==> src/rtl/pipeline_pkg.sv <==
// Shared types and constants for the ID/EX operand fetch path of the 64-bit datapath.
// Holds the operand forwarding helpers used by both operand muxes.
package pipeline_pkg;

    localparam int DATA_W = 64;
    localparam int REG_W  = 5;
    localparam int CNT_W  = 16;

    localparam logic [REG_W-1:0] ZERO_REG = REG_W'(31);

    // Contents of the ID/EX pipeline register
    typedef struct packed {
        logic [DATA_W-1:0] a;
        logic [DATA_W-1:0] b;
        logic [REG_W-1:0]  rd;
        logic              regwrite;
        logic              memread;
    } idex_t;

    // One bypass source as seen from the operand stage
    typedef struct packed {
        logic              valid;
        logic              regwrite;
        logic [REG_W-1:0]  rd;
        logic [DATA_W-1:0] data;
    } fwd_t;

    typedef enum logic [2:0] {
        SRC_ZERO,
        SRC_EX,
        SRC_MEM,
        SRC_WB,
        SRC_RF
    } src_sel_e;

    // XZR is never a producer, so a write aimed at it must not forward
    function automatic logic fwd_hit(input fwd_t f, input logic [REG_W-1:0] idx);
        return f.valid && f.regwrite && (f.rd != ZERO_REG) && (f.rd == idx);
    endfunction

    function automatic logic [CNT_W-1:0] sat_inc(input logic [CNT_W-1:0] v);
        return (v == {CNT_W{1'b1}}) ? v : v + 1'b1;
    endfunction

endpackage

==> src/rtl/operand_fwd_mux.sv <==
// Priority operand select for one source index: XZR, then EX, MEM, WB bypass,
// and finally the register-file read data.
module operand_fwd_mux
    import pipeline_pkg::*;
(
    input  logic [REG_W-1:0]  idx_i,
    input  logic [DATA_W-1:0] rf_data_i,
    input  fwd_t              ex_i,
    input  fwd_t              mem_i,
    input  fwd_t              wb_i,
    output logic [DATA_W-1:0] data_o
);

    src_sel_e sel;

    // Younger producers win; WB covers the write-through gap of the register file
    always_comb begin
        sel = SRC_RF;
        if (idx_i == ZERO_REG) begin
            sel = SRC_ZERO;
        end else if (fwd_hit(ex_i, idx_i)) begin
            sel = SRC_EX;
        end else if (fwd_hit(mem_i, idx_i)) begin
            sel = SRC_MEM;
        end else if (fwd_hit(wb_i, idx_i)) begin
            sel = SRC_WB;
        end
    end

    always_comb begin
        data_o = rf_data_i;
        case (sel)
            SRC_ZERO: data_o = '0;
            SRC_EX:   data_o = ex_i.data;
            SRC_MEM:  data_o = mem_i.data;
            SRC_WB:   data_o = wb_i.data;
            default:  data_o = rf_data_i;
        endcase
    end

endmodule

==> src/rtl/operand_fetch_stage.sv <==
// Decode-to-execute operand stage: register-file addressing, bypass selection,
// load-use stall and the ID/EX register behind a valid/ready handshake.
module operand_fetch_stage
    import pipeline_pkg::*;
(
    input  logic              clk_i,
    input  logic              reset_ni,

    input  logic              in_valid_i,
    output logic              in_ready_o,
    input  logic [REG_W-1:0]  in_rn_i,
    input  logic [REG_W-1:0]  in_rm_i,
    input  logic [REG_W-1:0]  in_rd_i,
    input  logic              in_regwrite_i,
    input  logic              in_memread_i,

    output logic [REG_W-1:0]  rf_rr1_o,
    output logic [REG_W-1:0]  rf_rr2_o,
    input  logic [DATA_W-1:0] rf_rd1_i,
    input  logic [DATA_W-1:0] rf_rd2_i,

    input  logic              ex_valid_i,
    input  logic              ex_regwrite_i,
    input  logic [REG_W-1:0]  ex_rd_i,
    input  logic [DATA_W-1:0] ex_result_i,

    input  logic              mem_valid_i,
    input  logic              mem_regwrite_i,
    input  logic [REG_W-1:0]  mem_rd_i,
    input  logic [DATA_W-1:0] mem_result_i,

    input  logic              wb_regwrite_i,
    input  logic [REG_W-1:0]  wb_rd_i,
    input  logic [DATA_W-1:0] wb_data_i,

    input  logic              flush_i,

    output logic              out_valid_o,
    input  logic              out_ready_i,
    output logic [DATA_W-1:0] out_a_o,
    output logic [DATA_W-1:0] out_b_o,
    output logic [REG_W-1:0]  out_rd_o,
    output logic              out_regwrite_o,
    output logic              out_memread_o,
    output logic [CNT_W-1:0]  bubble_count_o
);

    fwd_t ex_fwd;
    fwd_t mem_fwd;
    fwd_t wb_fwd;

    logic [DATA_W-1:0] op_a;
    logic [DATA_W-1:0] op_b;

    idex_t            idex_q, idex_d;
    logic             out_valid_q, out_valid_d;
    logic [CNT_W-1:0] bubble_q, bubble_d;

    logic hazard;
    logic in_ready;

    assign rf_rr1_o = in_rn_i;
    assign rf_rr2_o = in_rm_i;

    // The WB write lands this edge, so it is always a live producer
    assign ex_fwd  = '{valid: ex_valid_i,  regwrite: ex_regwrite_i,  rd: ex_rd_i,  data: ex_result_i};
    assign mem_fwd = '{valid: mem_valid_i, regwrite: mem_regwrite_i, rd: mem_rd_i, data: mem_result_i};
    assign wb_fwd  = '{valid: 1'b1,        regwrite: wb_regwrite_i,  rd: wb_rd_i,  data: wb_data_i};

    operand_fwd_mux u_fwd_a (
        .idx_i     (in_rn_i),
        .rf_data_i (rf_rd1_i),
        .ex_i      (ex_fwd),
        .mem_i     (mem_fwd),
        .wb_i      (wb_fwd),
        .data_o    (op_a)
    );

    operand_fwd_mux u_fwd_b (
        .idx_i     (in_rm_i),
        .rf_data_i (rf_rd2_i),
        .ex_i      (ex_fwd),
        .mem_i     (mem_fwd),
        .wb_i      (wb_fwd),
        .data_o    (op_b)
    );

    // A load sitting in ID/EX cannot feed the next instruction until it reaches MEM
    assign hazard = out_valid_q && idex_q.memread && (idex_q.rd != ZERO_REG) &&
                    ((idex_q.rd == in_rn_i) || (idex_q.rd == in_rm_i)) && in_valid_i;

    assign in_ready = !flush_i && !hazard && (!out_valid_q || out_ready_i);

    // Holding under backpressure is the default: nothing below fires while stalled
    always_comb begin
        idex_d      = idex_q;
        out_valid_d = out_valid_q;
        bubble_d    = bubble_q;
        if (flush_i) begin
            out_valid_d     = 1'b0;
            idex_d.regwrite = 1'b0;
            idex_d.memread  = 1'b0;
        end else if (in_valid_i && in_ready) begin
            idex_d.a        = op_a;
            idex_d.b        = op_b;
            idex_d.rd       = in_rd_i;
            idex_d.regwrite = in_regwrite_i;
            idex_d.memread  = in_memread_i;
            out_valid_d     = 1'b1;
        end else if (hazard && out_ready_i) begin
            out_valid_d     = 1'b0;
            idex_d.regwrite = 1'b0;
            idex_d.memread  = 1'b0;
            bubble_d        = sat_inc(bubble_q);
        end else if (out_ready_i && !in_valid_i) begin
            out_valid_d     = 1'b0;
            idex_d.regwrite = 1'b0;
            idex_d.memread  = 1'b0;
        end
    end

    always_ff @(posedge clk_i) begin
        if (!reset_ni) begin
            idex_q.a        <= '0;
            idex_q.b        <= '0;
            idex_q.rd       <= ZERO_REG;
            idex_q.regwrite <= 1'b0;
            idex_q.memread  <= 1'b0;
            out_valid_q     <= 1'b0;
            bubble_q        <= '0;
        end else begin
            idex_q      <= idex_d;
            out_valid_q <= out_valid_d;
            bubble_q    <= bubble_d;
        end
    end

    assign in_ready_o     = in_ready;
    assign out_valid_o    = out_valid_q;
    assign out_a_o        = idex_q.a;
    assign out_b_o        = idex_q.b;
    assign out_rd_o       = idex_q.rd;
    assign out_regwrite_o = idex_q.regwrite;
    assign out_memread_o  = idex_q.memread;
    assign bubble_count_o = bubble_q;

endmodule

==> config.mk <==
export PLATFORM = sky130hd
export DESIGN_NAME = operand_fetch_stage
export DESIGN_NICKNAME = d
export VERILOG_FILES = /design/src/rtl/pipeline_pkg.sv /design/src/rtl/operand_fwd_mux.sv /design/src/rtl/operand_fetch_stage.sv
export SDC_FILE = /design/constraint.sdc
export NUM_CORES = 1
export LEC_CHECK = 0
export CORE_AREA = 2 2 204 206
export CTS_BUF_LIST = sky130_fd_sc_hd__clkbuf_4
export DETAILED_ROUTE_END_ITERATION = 12
export DIE_AREA = 0 0 206 208
export GPL_TIMING_DRIVEN = 0
export PLACE_DENSITY = 0.65
export SYNTH_ARGS = -nofsm -noshare
export SYNTH_HDL_FRONTEND = slang
export SYNTH_HIERARCHICAL = 1
export SYNTH_SLANG_ARGS = --single-unit
==> constraint.sdc <==
create_clock -name clk_i -period 3.3 [get_ports clk_i]
set_input_delay 0.66 -clock clk_i [delete_from_list [all_inputs] [get_ports clk_i]]
set_output_delay 0.66 -clock clk_i [all_outputs]
set_load 0.02 [all_outputs]
==> out/metrics.cfg <==
[clock_tree]
root_buffer = clkbuf_4
cts_buffers = 17
cts_setup_buffers = 0
cts_hold_buf = 0
cts_buffer_depth = 2
cts_tree = built
htreeDepth = 4
clock-sinks = 152
clock_latency_ns = 0.70
clk_pin_slew_ns = 0.16

[timing]
post-route-min-period_ns = 3.29
hold_violations = 0
fin_hold_ws_ns = 0.275
fin_crit_sh_pct = 99.6
final_max_slew_viol_count = 11
fin_skew_ns = 0.0199
fin_ws_ns = 0.0123
rsz0062_at_grt = false
relSlewSlack_pct = -2.34
max_freq_ghz = 0.304
worst_slew_pin_slew_ns = 1.54
final-setup-viol-count = 0

[worst_setup_path]
slowest_delay_ns = 0.66
start_kind = input port
end_kind = register
critPathKind = input port to register
path_cells = clkdlybuf4s50_1 > xnor2_4 > nand2_2 > nor3_4 > buf_4 > buf_2 > nand2_1 > a211oi_2 > nand3_1 > o21ai_0
cp_max_fo = 10
cp_data_required_time_ns = 3.94
cp.arrival_ns = 3.93
cp_slowest_cell = clkdlybuf4s50_1

[finish]
final_common_cell = clkdlybuf4s50_1
drive_gt1_share_pct = 12.7
nNetsFinal = 2721
stdcell_count = 2922
fin_area_um2 = 20400
area_delta_synth_final_pct = 45.0
final_cell_mix = clkdlybuf4s50_1, nand2_1, dfxtp_1

[grt]
grt_pass1_wl_um = 128000
overflow = 0
grt_pass1_vias = 17300
grtUsageTotal_pct = 41.3
grt_max_degree = 18
antenna_found_initial = 24

[synthesis]
synth_xor_area_share_pct = 2.23
synth_area_per_cell_um2 = 7.73
synthFlopType = dfxtp_1
synthMuxAreaShare_pct = 0.784
yosysWarnings = 6
synth_area_um2 = 14000
ys_ff_latch = 152
synth_compound_area_share_pct = 38.5
yosys.area_share.simple_pct = 26.9
synth.top_cell.area_share_pct = 21.7
synth_edf_count = 0
synthAdderAreaFrac_pct = 0.0891
seq_area_frac_synth_pct = 21.7
yosysUniqueCellTypes = 53
synth.area.top_cells = dfxtp_1, a211oi_2, and4_1, nand2_1, o211ai_1
syn_inst = 1816
async_flop_share_pct = 0
synth_top_area_cell = dfxtp_1
synth_top_family_by_area = compound AO/OA/AOI/OAI gates

[placed_design]
hpwl_um = 72700
gp_routability_congestion = 0.993
post-place-ws_ns = -0.914
place_area_um2 = 19900
dp_cells = 2872
port_buffers = 523

[drt]
drt_wl_total_um = 91500
first_iter_violations = 2613
top_layer = met5
wl_met2_um = 40000
vias = 18700
wl_met3_um = 9160
wl_per_cell_um = 31.3
vias_per_cell = 6.41
detail-route-antenna-nets = 0
drtPass1Iterations = 6
wl_met1_um = 37700
drc = 0

[floorplanning]
core-area_um2 = 40600
die_x_um = 206
io_pins = 525
floorplan.initialDensity_pct = 34.6
die_y_um = 208
dieArea_um2 = 42800
num_rows = 74

[power_and_ir_drop]
finalPower_w = 0.00529
leakage_nw = 6.57
p_per_area_nw_per_um2 = 260
irDropWorstVdd_mv = 0.225

[run_status]
status = complete, but fails checks
violations = capacitance limit, slew limit

[run]
cap_violations = 1

[worst_hold_path]
hold_class = input port to register

==> logic make-up after synthesis <==
logic type      after synthesis
fa+ha+maj                     1
other cells                   1
mux                          11
xor+xnor                     34
simple gates                684
buf+inv                     256
flops                       152
compound gates              677
==> state kept, by name (all words and copies together) (netlist names) <==
| register | flops |
|---|---|
| bubble_count_o | 16 |
| out_a_o | 64 |
| out_b_o | 64 |
| out_memread_o | 1 |
| out_rd_o | 5 |
| out_regwrite_o | 1 |
| out_valid_o | 1 |
==> cells in the mapped netlist (all sizes together), types with 3 or more instances <==
cell type,instances
a211oi,128
or4,3
xnor2,28
a2111oi,128
nand2,283
nand2b,7
clkbuf,139
and2,4
o211ai,128
a21oi,142
mux2i,11
and3,70
dfxtp,152
inv,5
o21ai,138
buf,112
nand3,142
nand4,9
nor3,5
nor4,5
or3,10
nor2,7
and4,134
o31ai,3
xor2,6
==> area by class of cell <==
class                   count  area (um^2)
diodes                     19         47.5
clock buffers              17          128
clock inverters            15          178
inverters                   5         18.8
plain buffers             250         1360
fillers                  4047        20200
well taps                 532          666
flip-flops and latches    152         3040
repair buffers            523         5220
multi-input cells        1409         9700
==> critical path: cells and delay by family <==
kind	cells	cell delay (ns)
buf+inv	3	1.26
simple gates	4	0.95
xor+xnor	1	0.54
compound gates	2	0.49
==> routing by layer <==
metal | vias up | GRT usage, %
met1 | 9053 | 55.0
met2 | 1292 | 62.2
met3 | 218 | 9.54
met4 | 10 | 20.0
li1 | 8144 | -
met5 | - | 0
==> repair_timing <==
item                                    in CTS  in global routing
endpoints found under the setup margin       4                  3
hold endpoints to repair                     0                  0
pin swaps                                    1                  1
resized for setup                           17                  3
==> metrics by stage <==
stage | TNS, ns | utilization [%]
after floorplan | 0 | -
after global placement | -57.60 | 49.2
after detailed placement | -56.46 | 49.2
after CTS | 0 | 50.0
after global routing | 0 | 50.2
final | 0 | 50.2
==> worst paths after layout <==
kind	from	end	slack, ns	depth (start not counted)
worst max register to register	out_rd_o[1]	out_a_o[47]	0.35	6
worst max-delay path	ex_rd_i[3]	out_b_o[32]	0.01	10
worst min register to register	out_b_o[47]	out_b_o[47]	0.47	2
worst min-delay path	reset_ni	out_valid_o	0.28	3
==> where the power goes <==
group,leakage [nW],internal (W),switching [W]
Sequential,1.24,0.00193,0.0000580
Clock,0.159,0.000419,0.000910
Combinational,5.17,0.000879,0.00110
No activity file was read; power rests on OpenSTA's default activity.
